File: src/rtl/dec_scan_pkg.sv
// Shared types and helpers for the dec_scan registered decoder / scanner.
package dec_scan_pkg;

    // Widest index the shared one-hot helper can decode; instances with a
    // wider SEL_W would be truncated, so keep SEL_W at or below this.
    localparam int MAX_SEL_W = 8;
    localparam int MAX_N     = 1 << MAX_SEL_W;

    // Width of the blanking counter; BLANK is limited to 0..15.
    localparam int BLANK_W = 4;

    // Controller states.
    typedef enum logic [1:0] {
        IDLE       = 2'd0,
        DIRECT     = 2'd1,
        SCAN_ON    = 2'd2,
        SCAN_BLANK = 2'd3
    } state_t;

    // One-hot decode of an index into the widest supported vector.
    // Callers cast the result down to their own 2^SEL_W width.
    function automatic logic [MAX_N-1:0] onehot(input logic [MAX_SEL_W-1:0] idx);
        logic [MAX_N-1:0] r;
        r      = '0;
        r[idx] = 1'b1;
        return r;
    endfunction

endpackage

File: src/rtl/dec_onehot.sv
// Combinational 1-of-2^SEL_W decoder with enable; all-zero when disabled.
module dec_onehot
    import dec_scan_pkg::*;
#(
    parameter int SEL_W = 4
) (
    input  logic                    en,
    input  logic [SEL_W-1:0]        idx,
    output logic [(1<<SEL_W)-1:0]   sel
);

    localparam int N = 1 << SEL_W;

    // Decode the index when enabled, otherwise drive no select at all.
    always_comb begin
        sel = '0;
        if (en) begin
            sel = N'(onehot(MAX_SEL_W'(idx)));
        end
    end

endmodule

File: src/rtl/dec_scan.sv
// Registered one-hot decoder with direct and auto-scan modes.
// Direct mode registers the decode of 'a'. Scan mode walks a single
// select bit through 0..last, holding each for dwell+1 cycles followed
// by BLANK all-zero cycles so that two selects never touch.
module dec_scan
    import dec_scan_pkg::*;
#(
    parameter int SEL_W   = 4,
    parameter int DWELL_W = 8,
    parameter int BLANK   = 1
) (
    input  logic                    clk,
    input  logic                    rst_n,
    input  logic                    en,
    input  logic                    mode,
    input  logic [SEL_W-1:0]        a,
    input  logic [DWELL_W-1:0]      dwell,
    input  logic [SEL_W-1:0]        last,
    output logic [(1<<SEL_W)-1:0]   s,
    output logic [SEL_W-1:0]        idx,
    output logic                    wrap
);

    localparam int N = 1 << SEL_W;

    // Blanking is a build-time choice; the counter is loaded with BLANK-1
    // so that it reaches zero after exactly BLANK blank cycles.
    localparam bit                 HAS_BLANK  = (BLANK > 0);
    localparam logic [BLANK_W-1:0] BLANK_LOAD = BLANK_W'((BLANK > 0) ? (BLANK - 1) : 0);

    state_t               state_q, state_d;
    logic [SEL_W-1:0]     idx_q, idx_d;
    logic [N-1:0]         s_q, s_d;
    logic                 wrap_q, wrap_d;
    logic [DWELL_W-1:0]   dwell_cnt_q, dwell_cnt_d;
    logic [BLANK_W-1:0]   blank_cnt_q, blank_cnt_d;

    logic                 dec_en;
    logic [SEL_W-1:0]     dec_idx;
    logic [N-1:0]         dec_sel;

    logic                 adv_wrap;
    logic [SEL_W-1:0]     adv_idx;
    logic                 dwell_done;
    logic                 blank_done;

    // The decoder output is the only source for the select register, so
    // the registered select is one-hot or zero by construction.
    dec_onehot #(
        .SEL_W (SEL_W)
    ) u_dec (
        .en  (dec_en),
        .idx (dec_idx),
        .sel (dec_sel)
    );

    // Index that a scan advance would move to; last is sampled here so a
    // lowered last below the current index wraps on the next advance.
    always_comb begin
        adv_wrap   = (idx_q >= last);
        adv_idx    = adv_wrap ? '0 : (idx_q + SEL_W'(1));
        dwell_done = (dwell_cnt_q == '0);
        blank_done = (blank_cnt_q == '0);
    end

    // State register.
    always_ff @(posedge clk or negedge rst_n) begin
        if (!rst_n) begin
            state_q <= IDLE;
        end else begin
            state_q <= state_d;
        end
    end

    // Next-state logic: enable low wins everywhere, then mode selects
    // between the direct and scan halves of the machine.
    always_comb begin
        state_d = state_q;
        if (!en) begin
            state_d = IDLE;
        end else begin
            case (state_q)
                IDLE: begin
                    state_d = mode ? SCAN_ON : DIRECT;
                end
                DIRECT: begin
                    state_d = mode ? SCAN_ON : DIRECT;
                end
                SCAN_ON: begin
                    if (!mode) begin
                        state_d = DIRECT;
                    end else if (dwell_done) begin
                        state_d = HAS_BLANK ? SCAN_BLANK : SCAN_ON;
                    end
                end
                SCAN_BLANK: begin
                    if (!mode) begin
                        state_d = DIRECT;
                    end else if (blank_done) begin
                        state_d = SCAN_ON;
                    end
                end
                default: begin
                    state_d = IDLE;
                end
            endcase
        end
    end

    // Output and datapath logic: chooses what the decoder drives next,
    // the next index, counter reloads and the wrap pulse.
    always_comb begin
        idx_d       = idx_q;
        wrap_d      = 1'b0;
        dwell_cnt_d = dwell_cnt_q;
        blank_cnt_d = blank_cnt_q;
        dec_en      = 1'b0;
        dec_idx     = idx_q;
        if (en) begin
            case (state_q)
                IDLE, DIRECT: begin
                    if (mode) begin
                        // Entering scan always restarts at index 0, no wrap.
                        idx_d       = '0;
                        dec_idx     = '0;
                        dec_en      = 1'b1;
                        dwell_cnt_d = dwell;
                    end else begin
                        idx_d   = a;
                        dec_idx = a;
                        dec_en  = 1'b1;
                    end
                end
                SCAN_ON: begin
                    if (!mode) begin
                        idx_d   = a;
                        dec_idx = a;
                        dec_en  = 1'b1;
                    end else if (!dwell_done) begin
                        dwell_cnt_d = dwell_cnt_q - DWELL_W'(1);
                        dec_idx     = idx_q;
                        dec_en      = 1'b1;
                    end else if (HAS_BLANK) begin
                        // Break before make: drop the select, index holds.
                        blank_cnt_d = BLANK_LOAD;
                        dec_en      = 1'b0;
                    end else begin
                        idx_d       = adv_idx;
                        dec_idx     = adv_idx;
                        dec_en      = 1'b1;
                        wrap_d      = adv_wrap;
                        dwell_cnt_d = dwell;
                    end
                end
                SCAN_BLANK: begin
                    if (!mode) begin
                        idx_d   = a;
                        dec_idx = a;
                        dec_en  = 1'b1;
                    end else if (!blank_done) begin
                        blank_cnt_d = blank_cnt_q - BLANK_W'(1);
                    end else begin
                        idx_d       = adv_idx;
                        dec_idx     = adv_idx;
                        dec_en      = 1'b1;
                        wrap_d      = adv_wrap;
                        dwell_cnt_d = dwell;
                    end
                end
                default: begin
                    dec_en = 1'b0;
                end
            endcase
        end
    end

    // Select is always the decoder output, giving a glitch-free register.
    always_comb begin
        s_d = dec_sel;
    end

    // Datapath registers: select, index, wrap pulse and the two counters.
    always_ff @(posedge clk or negedge rst_n) begin
        if (!rst_n) begin
            s_q         <= '0;
            idx_q       <= '0;
            wrap_q      <= 1'b0;
            dwell_cnt_q <= '0;
            blank_cnt_q <= '0;
        end else begin
            s_q         <= s_d;
            idx_q       <= idx_d;
            wrap_q      <= wrap_d;
            dwell_cnt_q <= dwell_cnt_d;
            blank_cnt_q <= blank_cnt_d;
        end
    end

    assign s    = s_q;
    assign idx  = idx_q;
    assign wrap = wrap_q;

endmodule

File: config.mk
export PLATFORM = sky130hd
export DESIGN_NAME = dec_scan
export DESIGN_NICKNAME = d
export VERILOG_FILES = /design/src/rtl/dec_scan_pkg.sv /design/src/rtl/dec_onehot.sv /design/src/rtl/dec_scan.sv
export SDC_FILE = /design/constraint.sdc
export NUM_CORES = 1
export LEC_CHECK = 0
export ABC_AREA = 1
export ABC_CLOCK_PERIOD_IN_PS = 2800
export BUFFER_PORTS_ARGS = -buffer_cell sky130_fd_sc_hd__buf_2
export CAP_MARGIN = 20
export CORE_ASPECT_RATIO = 1.25
export CORE_UTILIZATION = 50
export CTS_BUF_LIST = sky130_fd_sc_hd__clkbuf_8 sky130_fd_sc_hd__clkbuf_16
export DETAILED_ROUTE_END_ITERATION = 6
export PLACE_DENSITY = 0.86
export SETUP_SLACK_MARGIN = 0.2
export SLEW_MARGIN = 0
export SYNTH_ARGS = -nofsm -noshare
export SYNTH_HDL_FRONTEND = slang
export SYNTH_HIERARCHICAL = 1
export SYNTH_SLANG_ARGS = --single-unit
File: constraint.sdc
create_clock -name clk -period 2.8 [get_ports clk]
set_input_delay 0.56 -clock clk [delete_from_list [all_inputs] [get_ports clk]]
set_output_delay 0.56 -clock clk [all_outputs]
set_load 0.05 [all_outputs]
==> summary.txt, run 1 <==
========================================================================================
Cell Count Post-Placement .................................................          334
Pin count of the biggest net entering global routing ......................           36
CTS Root Buffer Type ......................................................     clkbuf_8
Pre-CTS setup slack .......................................................     0.498 ns
Post-Synthesis Cells ......................................................          243
Min Tclk post-route .......................................................      2.15 ns
Sort of element at the start of the critical path .........................     register
Required time of the worst setup path .....................................      2.98 ns
Post-synthesis instance area ..............................................    1990 um^2
Level count of the clock H-tree ...........................................            2
R2R Setup Slk .............................................................      0.65 ns
Sequential area share after synthesis .....................................        0.440
Critical Path, Cell by Cell ............................................... inv_1, ha_1, nand4_1, nand3_1, nand2_1, nand2_1, nand2_1, nand2_1, a21oi_1, inv_1, nand3_1, nor2_1
Gr ovfl total .............................................................            0
Area leader, netlist ......................................................      dfrtp_1
Number of global-route vias before repair .................................        1,630
Crit path top cell by count ...............................................      nand2_1
Clock sink count ..........................................................           35
Starting density of the core ..............................................        0.526
RSZ-0062 raised after global routing ......................................        false
Via count .................................................................        1,753
Setup crit end kind .......................................................     register
Number of nets with antenna violations after routing ......................            0
CTS clk-pin slew, worst paths .............................................      0.08 ns
Final critical-path setup slack ...........................................     0.651 ns
Final design utilization ..................................................        0.617
Arrival time reported for the critical path endpoint ......................      2.33 ns
Number of flip-flops and latches in the synthesized netlist ...............           35
Highest clock rate ........................................................      465 MHz
Routed vias/inst ..........................................................         5.13
Placement-stage cell area .................................................    2240 um^2
Leak ......................................................................      1.22 nW
Non-Filler Instances ......................................................          342
Crit-path max FO ..........................................................            7
Ys async rst share ........................................................         1.00
Total detailed-routing wirelength .........................................      4.12 mm
Routed len/inst ...........................................................      12.1 um
Fraction of synthesized cell area taken by the top area cell type .........        0.440
Number of input and output port buffers inserted ..........................           40
Setup violations, final ...................................................            0
Hold buffers post-CTS .....................................................            0
Number of different library cells in the post-synthesis netlist ...........           31
Count of pins over their slew limit .......................................            0
Clock network latency to the later pin of the worst-skew pair .............      0.30 ns
Overall power consumption .................................................      1.31 mW
Final Hold Fails ..........................................................            0
Count of synthesis-stage warnings from yosys ..............................            6
Standard cell with the maximum stage delay on the critical path ...........      dfrtp_1
Number of enable-type register cells in the synthesized netlist ...........            0
Stage delay of the slowest cell on the critical path ......................      0.48 ns
Post-layout nets ..........................................................          316
Placer Congestion .........................................................        0.890
Half-perimeter wire length after detailed placement .......................      2.98 mm
Class of the tightest hold or removal check ...............................     in2async
Standard-cell row count ...................................................           25
Final-layout setup total negative slack ...................................         0 ns
Layout cell share with drive strength beyond 1 ............................        0.267
Top area cells in the synthesized netlist ................................. dfrtp_1 (44%), nand2_1 (8.5%), ha_1 (5.7%), inv_1 (5.7%), nor2_1 (5.7%)
Status .................................................................... complete, no violations
CTS tree ..................................................................        built
Start-to-end type of the worst setup path .................................      reg2reg
Number of clock buffers inserted by TritonCTS .............................            5
Setup Skew ................................................................    0.0101 ns
Worst slew margin relative to its limit ...................................        0.483
Top-level I/O count .......................................................           41
Bufs on Longest Clock Path ................................................            2
Slew at the pin with the worst max-slew slack .............................     0.776 ns
First-pass GRT wire length ................................................      6.94 mm
Final routed DRC violation total ..........................................            0
Number of antenna violations at the first check in global routing .........            0
Gr usage total ............................................................        0.216
Y dimension of the die ....................................................      72.6 um
TritonRoute pass-1 iters ..................................................            4
Mean Syn Cell Area ........................................................    8.20 um^2
Core region area ..........................................................    3780 um^2
Portion of the clock cycle consumed by the worst path in the final layout .        0.767
Layout Area Growth over Synthesis .........................................        17.1%
Diode insertion count for antenna repair ..................................            0
Top cell types by occurrence after synthesis .............................. nand2_1 (45), dfrtp_1 (35), inv_1 (30), nor2_1 (30), a21oi_1 (17)
Number of violations of the max-capacitance limit .........................            0
Setup bufs post-CTS .......................................................            0
Ys flop type ..............................................................      dfrtp_1
Iter 0 DRT Violations .....................................................           87
Post-cts resize count .....................................................            0
Finished layout cell area .................................................    2330 um^2
Worst vdd rail ir drop ....................................................       334 uV
Die area ..................................................................    4240 um^2
Final worst hold slack ....................................................     0.338 ns
Syn nets ..................................................................          272
Top-count cell post-synth .................................................      nand2_1
Die span in x .............................................................      58.5 um
Power per Cell Area .......................................................  563 nW/um^2
========================================================================================
state kept, by name, indices dropped and copies added (netlist names):
register	flops
state_q	2
wrap	1
dwell_cnt_q	8
s	16
blank_cnt_q	4
idx	4
power breakdown:
group / internal (mW) / switching, mW / total (mW) / leakage [nW]
combinational: 0.115 / 0.248 / 0.362 / 0.722
clock: 0.173 / 0.198 / 0.371 / 0.0402
sequential: 0.543 / 0.0367 / 0.580 / 0.462
total: 0.830 / 0.483 / 1.31 / 1.22
area by class of cell:
cell class | count | area [um^2]
Clock inverter | 3 | 20.0
Timing Repair Buffer | 40 | 200
Multi-Input combinational cell | 169 | 958
Tap cell | 54 | 67.6
Inverter | 36 | 143
Fill cell | 338 | 1450
Clock buffer | 5 | 68.8
Sequential cell | 35 | 876
routing by layer:
metal | routed length (um) | share of wire | global-route usage | vias up
met4 | 57 | 0.014 | 0.108 | 0
met2 | 2030 | 0.49 | 0.356 | 66
met5 | 0 | 0 | 0 | -
met1 | 1780 | 0.43 | 0.260 | 801
met3 | 261 | 0.063 | 0.0532 | 9
li1 | - | - | - | 877
cell families (layout without fill, tap and decap cells):
family,Yosys count,count (layout),synth area share
flops,35,35,0.440
xor+xnor,3,3,0.0132
compound gates,47,47,0.146
simple gates,110,110,0.265
buf+inv,39,84,0.0791
fa+ha+maj,9,9,0.0565
path summary, 6_finish.rpt:
kind | start | endpoint | depth (start not counted)
min reg2reg | blank_cnt_q[0] | blank_cnt_q[0] | 1
max | idx[0] | s[1] | 12
max reg2reg | idx[0] | s[1] | 12
max in group asynchronous | rst_n | s[0] | 1
min | rst_n | dwell_cnt_q[6] | 1
min in group clk | blank_cnt_q[0] | blank_cnt_q[0] | 1
critical path, delay by kind of cell, from the launching register on:
kind,cells,cell delay [ns]
AOI/OAI and AO/OA,1,0.38
adders and majority gates,1,0.28
buffers and inverters,2,0.23
DFF,1,0.48
and+or+nand+nor,8,0.66
layout by cell type (no fill, tap or decap):
cell and count:
nand2_1 45, buf_2 40, dfrtp_1 35, inv_1 30, nor2_1 30, a21oi_1 17
nand3_1 12, ha_1 9, o21ai_1 8, o21ai_0 7, nand4_1 5, inv_2 5
o21ai_2 5, clkbuf_8 5, nor3_1 4, nand2_2 3, o211ai_2 3, nand2_4 2
a211oi_1 2, or2_2 2, nor2_4 2, xor2_1 2, o22ai_1 2, clkinvlp_4 2
nand3_2 2, nor2_8 1, o31ai_1 1, nor2_2 1, a31oi_1 1, a21oi_2 1
nand4_2 1, inv_8 1, xnor2_1 1, clkinv_2 1
Power figures use the tool's default switching activity.
==> run 2, diff against run 1 <==
--- a/config.mk
+++ b/config.mk
@@ -6,14 +6,14 @@
 export NUM_CORES = 1
 export LEC_CHECK = 0
 export ABC_AREA = 1
-export ABC_CLOCK_PERIOD_IN_PS = 2800
+export ABC_CLOCK_PERIOD_IN_PS = 1800
 export BUFFER_PORTS_ARGS = -buffer_cell sky130_fd_sc_hd__buf_2
 export CAP_MARGIN = 20
 export CORE_ASPECT_RATIO = 1.25
-export CORE_UTILIZATION = 50
+export CORE_UTILIZATION = 49
 export CTS_BUF_LIST = sky130_fd_sc_hd__clkbuf_8 sky130_fd_sc_hd__clkbuf_16
 export DETAILED_ROUTE_END_ITERATION = 6
-export PLACE_DENSITY = 0.86
+export PLACE_DENSITY = 0.87
 export SETUP_SLACK_MARGIN = 0.2
 export SLEW_MARGIN = 0
 export SYNTH_ARGS = -nofsm -noshare
==> constraint.sdc (replaced) <==
create_clock -name clk -period 1.8 [get_ports clk]
set_input_delay 0.36 -clock clk [delete_from_list [all_inputs] [get_ports clk]]
set_output_delay 0.36 -clock clk [all_outputs]
set_load 0.05 [all_outputs]
==> run 2 against run 1 <==
Compared with the run above:
- the flow now finishes with violations (setup timing)
- combinational power increased by 120%
- count of clock-buffer cells in the layout unchanged
- fmax rose by 16%
- critical endpoint is now s[4]
==> summary.txt, run 2 (synthesis gave the netlist of run 1 again) <==
========================================================================================
Crit path top cell by count ...............................................      nand2_2   was nand2_1
CTS clk-pin slew, worst paths .............................................      0.07 ns   was 0.08 ns
Gr ovfl total .............................................................            0   unchanged
Switching pwr .............................................................     0.849 mW   was 0.483 mW
Starting density of the core ..............................................        0.518   was 0.526
CTS Root Buffer Type ......................................................     clkbuf_8   unchanged
Most common cell after layout, fill and taps aside ........................        buf_2   was nand2_1
Pin count of the biggest net entering global routing ......................           21   was 36
Core region area ..........................................................    3850 um^2   was 3780 um^2
Worst slew margin relative to its limit ...................................        0.647   was 0.483
Slew at the pin with the worst max-slew slack .............................     0.526 ns   was 0.776 ns
Number of antenna violations at the first check in global routing .........            0   unchanged
CTS tree ..................................................................        built   unchanged
Leading cell types in the layout, fill and taps excluded .................. buf_2 (40), nand2_1 (34), dfrtp_1 (30)   was nand2_1 (45), buf_2 (40), dfrtp_1 (35)
Non-Filler Instances ......................................................          367   was 342
Highest clock rate ........................................................      540 MHz   was 465 MHz
Bufs on Longest Clock Path ................................................            2   unchanged
Portion of the clock cycle consumed by the worst path in the final layout .         1.03   was 0.767
Number of logic stages on the critical path including buffering ...........           13   was 12
Final critical-path setup slack ...........................................   -0.0507 ns   was 0.651 ns
Cell Count Post-Placement .................................................          350   was 334
Setup crit end kind .......................................................     register   unchanged
Fillers ...................................................................          274   was 338
Diode insertion count for antenna repair ..................................            0   unchanged
Clock sink count ..........................................................           35   unchanged
CP delay by family, top ................................................... simple AND/OR/NAND/NOR gates   unchanged
Number of clock buffers inserted by TritonCTS .............................            5   unchanged
Final worst hold slack ....................................................     0.321 ns   was 0.338 ns
Worst path buffer plus inverter count .....................................            0   was 2
Setup violations, final ...................................................           17   was 0
Number of global-route vias before repair .................................        1,747   was 1,630
Register area .............................................................     882 um^2   was 876 um^2
Y dimension of the die ....................................................      73.3 um   was 72.6 um
Count of pins over their slew limit .......................................            0   unchanged
Multi-input gate area .....................................................    1170 um^2   was 958 um^2
Crit-path max FO ..........................................................            7   unchanged
Placement-stage cell area .................................................    2470 um^2   was 2240 um^2
Required time of the worst setup path .....................................      1.98 ns   was 2.98 ns
Clock network latency to the later pin of the worst-skew pair .............      0.30 ns   about the same
Layout cell share with drive strength beyond 1 ............................        0.470   was 0.267
Portion of total power attributed to sequential cells .....................        0.394   was 0.441
Number of flip-flops under the largest register name ......................           16   unchanged
Leak ......................................................................      1.37 nW   was 1.22 nW
Iter 0 DRT Violations .....................................................           64   was 87
Half-perimeter wire length after detailed placement .......................      3.46 mm   was 2.98 mm
Sort of element at the start of the critical path .........................     register   unchanged
First-pass GRT wire length ................................................      7.85 mm   was 6.94 mm
Class of the tightest hold or removal check ...............................       in2reg   was in2async
Net Sw Frac ...............................................................        0.372   was 0.368
Stage delay of the slowest cell on the critical path ......................      0.44 ns   was 0.48 ns
Violations in the final reports ........................................... setup timing
Placer Congestion .........................................................        0.944   was 0.890
Die area ..................................................................    4330 um^2   was 4240 um^2
Level count of the clock H-tree ...........................................            2   unchanged
Standard cell with the maximum stage delay on the critical path ...........      dfrtp_2   was dfrtp_1
Share of total power in combinational logic ...............................        0.353   was 0.276
Finished layout cell area .................................................    2770 um^2   was 2330 um^2
Start-to-end type of the worst setup path .................................      reg2reg   unchanged
Die span in x .............................................................      59.0 um   was 58.5 um
Min Tclk post-route .......................................................      1.85 ns   was 2.15 ns
Setup Skew ................................................................   0.00693 ns   was 0.0101 ns
Hold Path Depth ...........................................................            3
Gr usage total ............................................................        0.248   was 0.216
Number of nets with antenna violations after routing ......................            0   unchanged
Standard-cell row count ...................................................           25   unchanged
Final Hold Fails ..........................................................            0   unchanged
Routed len/inst ...........................................................      13.7 um   was 12.1 um
Via count .................................................................        1,888   was 1,753
RSZ-0062 raised after global routing ......................................         true   was false
Power per Cell Area .......................................................  822 nW/um^2   was 563 nW/um^2
Logic depth of the worst register-to-register path ........................           13   was 12
Status .................................................................... complete, but fails checks   was complete, no violations
Clock network fraction of design power ....................................        0.253   was 0.283
Routed vias/inst ..........................................................         5.14   was 5.13
Worst vdd rail ir drop ....................................................       652 uV   was 334 uV
Number of input and output port buffers inserted ..........................           40   unchanged
Final-layout setup total negative slack ...................................    -0.508 ns   was 0 ns
Cell Int Power ............................................................      1.43 mW   was 0.830 mW
Arrival time reported for the critical path endpoint ......................      2.03 ns   was 2.33 ns
TritonRoute pass-1 iters ..................................................            5   was 4
Total detailed-routing wirelength .........................................      5.02 mm   was 4.12 mm
Top-level I/O count .......................................................           41   unchanged
Final routed DRC violation total ..........................................            0   unchanged
Post-layout nets ..........................................................          341   was 316
Layout Area Growth over Synthesis .........................................        39.2%   was 17.1%
Number of violations of the max-capacitance limit .........................            0   unchanged
Critical Path, Cell by Cell ............................................... ha_4, nand2_2, nand2_2, nand2_2, nand3_4, nand2_4, nand2_2, nand2_2, nand2_2, a21oi_4, nor2_2, nand2_1, nor2_1   was inv_1, ha_1, nand4_1, nand3_1, nand2_1, nand2_1, nand2_1, nand2_1, a21oi_1, inv_1, nand3_1, nor2_1
========================================================================================
[run 2: changes by cell type in the layout (fill, tap and decap cells not counted), sizes merged]
cell	delta
buf	+23
dlygate4sd3	+1
inv	+1
[run 2: worst reg2reg max path, stage by stage, from the launching register on]
cell	delay [ns]
dfrtp_2	0.44
ha_4	0.23
nand2_2	0.07
nand2_2	0.05
nand2_2	0.08
nand3_4	0.10
nand2_4	0.08
nand2_2	0.05
nand2_2	0.06
nand2_2	0.06
a21oi_4	0.28
nor2_2	0.07
nand2_1	0.09
nor2_1	0.06
[run 2: cell type report]
type,count,area share
tap,54,0.0244
sequential,35,0.318
multi-input combinational,169,0.422
timing repair inverter,1,0.00226
clock inverter,3,0.00722
timing repair buffer,64,0.148
clock buffer,5,0.0248
inverter,36,0.0532
[run 2: power groups by stage]
| stage | registers [mW] | logic [mW] | clock network (mW) |
|---|---|---|---|
| finish | 0.898 | 0.805 | 0.577 |
| global route | 0.905 | 0.879 | 0.614 |
| CTS | 0.895 | 0.709 | 0.580 |
| detailed placement | 0.909 | 0.676 | 0 |
| global placement | 0.908 | 0.658 | 0 |
| floorplan | 0.979 | 0.388 | 0 |
[run 2: worst paths after layout]
check	start	endpoint	slack (ns)
max	idx[1]	s[4]	-0.05
min	dwell[7]	dwell_cnt_q[7]	0.32
max reg2reg	idx[1]	s[4]	-0.05
min reg2reg	blank_cnt_q[1]	blank_cnt_q[1]	0.52
max in group asynchronous	rst_n	idx[2]	0.82
min in group asynchronous	rst_n	blank_cnt_q[3]	0.53
[run 2: layer usage]
layer,GRT usage,vias up,wire length (um)
li1,-,930,-
met1,0.292,884,2080
met2,0.444,62,2640
met3,0.0493,12,180
met4,0.0873,0,129
met5,0,-,0
[run 2: repair_timing]
action	CTS	global route
pin swaps	7	21
gates cloned	0	1
endpoints found under the hold margin	12	0
hold buffers	1	0
resized for setup	10	32
setup endpoints to repair	23	29
setup buffers	2	5
[run 2: stage by stage]
step,power [mW],utilization,setup WS (ns)
2_1_floorplan,1.37,-,-0.00650
3_3_place_gp,1.57,0.642,-0.0457
3_5_place_dp,1.59,0.642,-0.103
4_1_cts,2.18,0.682,0.0104
5_1_grt,2.40,0.721,-0.133
6_report,2.28,0.721,-0.0507
==> run 3, diff against run 2 <==
--- a/config.mk
+++ b/config.mk
@@ -13,7 +13,7 @@
 export CORE_UTILIZATION = 49
 export CTS_BUF_LIST = sky130_fd_sc_hd__clkbuf_8 sky130_fd_sc_hd__clkbuf_16
 export DETAILED_ROUTE_END_ITERATION = 6
-export PLACE_DENSITY = 0.87
+export PLACE_DENSITY = 0.75
 export SETUP_SLACK_MARGIN = 0.2
 export SLEW_MARGIN = 0
 export SYNTH_ARGS = -nofsm -noshare
==> run 3 against run 2 <==
Compared with the run above:
- flip-flop and latch count unchanged
- core utilization increased by 2.0 points
- non-clock buffer count stayed put
- die area is the same
- sequential share of layout area down 0.85 points
- count of clock-buffer cells in the layout stayed put
- setup slack got worse by 0.072 ns
- the flow still finishes with violations (setup timing)
- via count rose by 1.4%
- final cell count stayed put
- wire length up 2.7%
- power rose by 6.2%
- critical path type unchanged
- hold slack worse by 0.30 ns
==> summary.txt, run 3 (synthesis gave the netlist of run 1 again) <==
========================================================================================
Portion of the clock cycle consumed by the worst path in the final layout .         1.07   was 1.03
R2R Path Start ............................................................       idx[0]   was idx[1]
Number of clock buffers inserted by TritonCTS .............................            5   unchanged
Number of flip-flops under the largest register name ......................           16   unchanged
Starting density of the core ..............................................        0.518   unchanged
Standard-cell row count ...................................................           25   unchanged
CP delay by family, top ................................................... simple AND/OR/NAND/NOR gates   unchanged
Setup crit end kind .......................................................     register   unchanged
Status .................................................................... complete, but fails checks   unchanged
Power per Cell Area .......................................................  850 nW/um^2   was 822 nW/um^2
RSZ-0062 raised after global routing ......................................         true   unchanged
Number of nets with antenna violations after routing ......................            0   unchanged
R2R Setup Slk .............................................................     -0.12 ns   was -0.05 ns
Via count .................................................................        1,915   was 1,888
Setup Skew ................................................................   0.00469 ns   was 0.00693 ns
Final routed DRC violation total ..........................................            0   unchanged
CTS Root Buffer Type ......................................................     clkbuf_8   unchanged
Gr usage total ............................................................        0.248   about the same
Clock network latency to the later pin of the worst-skew pair .............      0.29 ns   was 0.30 ns
Class of the tightest hold or removal check ...............................     in2async   was in2reg
Logic depth of the worst register-to-register path ........................           11   was 13
Critical Path, Cell by Cell ............................................... inv_4, ha_4, nand4_1, nand3_2, buf_4, a21oi_1, nand2_1, a21oi_4, inv_2, nand3_4, nor2_1   was ha_4, nand2_2, nand2_2, nand2_2, nand3_4, nand2_4, nand2_2, nand2_2, nand2_2, a21oi_4, nor2_2, nand2_1, nor2_1
Worst path buffer plus inverter count .....................................            3   was 0
Highest clock rate ........................................................      520 MHz   was 540 MHz
Slew at the pin with the worst max-slew slack .............................     0.485 ns   was 0.526 ns
Min Tclk post-route .......................................................      1.92 ns   was 1.85 ns
Stage delay of the slowest cell on the critical path ......................      0.44 ns   about the same
Worst vdd rail ir drop ....................................................       834 uV   was 652 uV
Number of global-route vias before repair .................................        1,793   was 1,747
Post-layout nets ..........................................................          341   unchanged
Core region area ..........................................................    3850 um^2   unchanged
Sort of element at the start of the critical path .........................     register   unchanged
CTS clk-pin slew, worst paths .............................................      0.08 ns   was 0.07 ns
Diode insertion count for antenna repair ..................................            0   unchanged
Required time of the worst setup path .....................................      1.99 ns   was 1.98 ns
Routed vias/inst ..........................................................         5.22   was 5.14
Top-level I/O count .......................................................           41   unchanged
Worst R2R End .............................................................         s[8]   was s[4]
Routed len/inst ...........................................................      14.1 um   was 13.7 um
Die span in x .............................................................      59.0 um   unchanged
Most common cell after layout, fill and taps aside ........................        buf_2   unchanged
Placer Congestion .........................................................        0.887   was 0.944
Half-perimeter wire length after detailed placement .......................      3.56 mm   was 3.46 mm
Layout cell share with drive strength beyond 1 ............................        0.495   was 0.470
Final critical-path setup slack ...........................................    -0.123 ns   was -0.0507 ns
Start-to-end type of the worst setup path .................................      reg2reg   unchanged
Pre-CTS setup slack .......................................................    -0.119 ns   was -0.103 ns
Violations in the final reports ........................................... setup timing   unchanged
Total detailed-routing wirelength .........................................      5.16 mm   was 5.02 mm
Final Hold Fails ..........................................................            0   unchanged
Arrival time reported for the critical path endpoint ......................      2.11 ns   was 2.03 ns
Standard cell with the maximum stage delay on the critical path ...........      dfrtp_2   unchanged
First-pass GRT wire length ................................................      7.91 mm   was 7.85 mm
Count of pins over their slew limit .......................................            0   unchanged
Number of antenna violations at the first check in global routing .........            0   unchanged
Worst slew margin relative to its limit ...................................        0.675   was 0.647
Leak ......................................................................      1.39 nW   was 1.37 nW
TritonRoute pass-1 iters ..................................................            4   was 5
Pin count of the biggest net entering global routing ......................           22   was 21
Overall power consumption .................................................      2.42 mW   was 2.28 mW
Hold buffers post-CTS .....................................................            0   was 1
Final worst hold slack ....................................................    0.0193 ns   was 0.321 ns
Clock sink count ..........................................................           35   unchanged
Crit-path max FO ..........................................................            4   was 7
Iter 0 DRT Violations .....................................................           65   was 64
Level count of the clock H-tree ...........................................            2   unchanged
Die area ..................................................................    4330 um^2   unchanged
Setup violations, final ...................................................           16   was 17
Number of violations of the max-capacitance limit .........................            0   unchanged
CTS tree ..................................................................        built   unchanged
Number of input and output port buffers inserted ..........................           40   unchanged
Leading cell types in the layout, fill and taps excluded .................. buf_2 (40), nand2_1 (35), dfrtp_1 (30)   was buf_2 (40), nand2_1 (34), dfrtp_1 (30)
Gr ovfl total .............................................................            0   unchanged
Bufs on Longest Clock Path ................................................            2   unchanged
Layout Area Growth over Synthesis .........................................        43.0%   was 39.2%
Y dimension of the die ....................................................      73.3 um   unchanged
========================================================================================
## run 3: per-stage QoR
step                      setup TNS [ns]  instances  utilization  area [um^2]
after CTS                              0        357        0.675         2600
final                              -1.28        367        0.740         2850
after global placement            -0.602        349        0.637         2450
after detailed placement           -1.53        349        0.637         2450
after floorplan                  -0.0499        243            -         2080
after global routing               -2.24        367        0.740         2850
## run 3: timing repair
action | in CTS | in global routing
pin swaps | 11 | 22
gates cloned | 0 | 1
setup buffers | 0 | 9
endpoints found under the setup margin | 16 | 27
resized for setup | 8 | 48
## run 3: cell type report
cell class	count	area, um^2
clock inverter	3	43.8
timing repair inverter	1	11.3
tap	54	67.6
multi-input combinational	169	1220
timing repair buffer	64	399
clock buffer	5	68.8
sequential	35	882
inverter	36	153
fill	304	998
## run 3: worst max path at each step
stage | end | start | cells past startpoint
final | s[8] | idx[0] | 11
after global routing | s[8] | idx[0] | 11
after CTS | s[6] | idx[1] | 12
after detailed placement | s[6] | last[3] | 11
after global placement | s[2] | last[3] | 11
after floorplan | s[1] | idx[1] | 11
## run 3: metal layers
metal  part of all wire  global-route usage  up-vias
li1                   -                   -      933
met1               0.40               0.293      915
met2               0.54               0.437       56
met3              0.034              0.0475       11
met4              0.022              0.0979        0
met5                  0                   0        -
## run 3: worst reg2reg max path, stage by stage, from the launching register on
cell and delay [ns]:
dfrtp_2 0.44, inv_4 0.09, ha_4 0.20, nand4_1 0.10, nand3_2 0.10, buf_4 0.15, a21oi_1 0.13, nand2_1 0.11
a21oi_4 0.22, inv_2 0.10, nand3_4 0.12, nor2_1 0.05
## run 3: power breakdown
group	total (mW)	leakage (nW)	switching [mW]	internal, mW
logic	0.805	0.878	0.495	0.309
registers	0.897	0.456	0.0507	0.847
clock network	0.720	0.0581	0.307	0.412
total	2.42	1.39	0.853	1.57
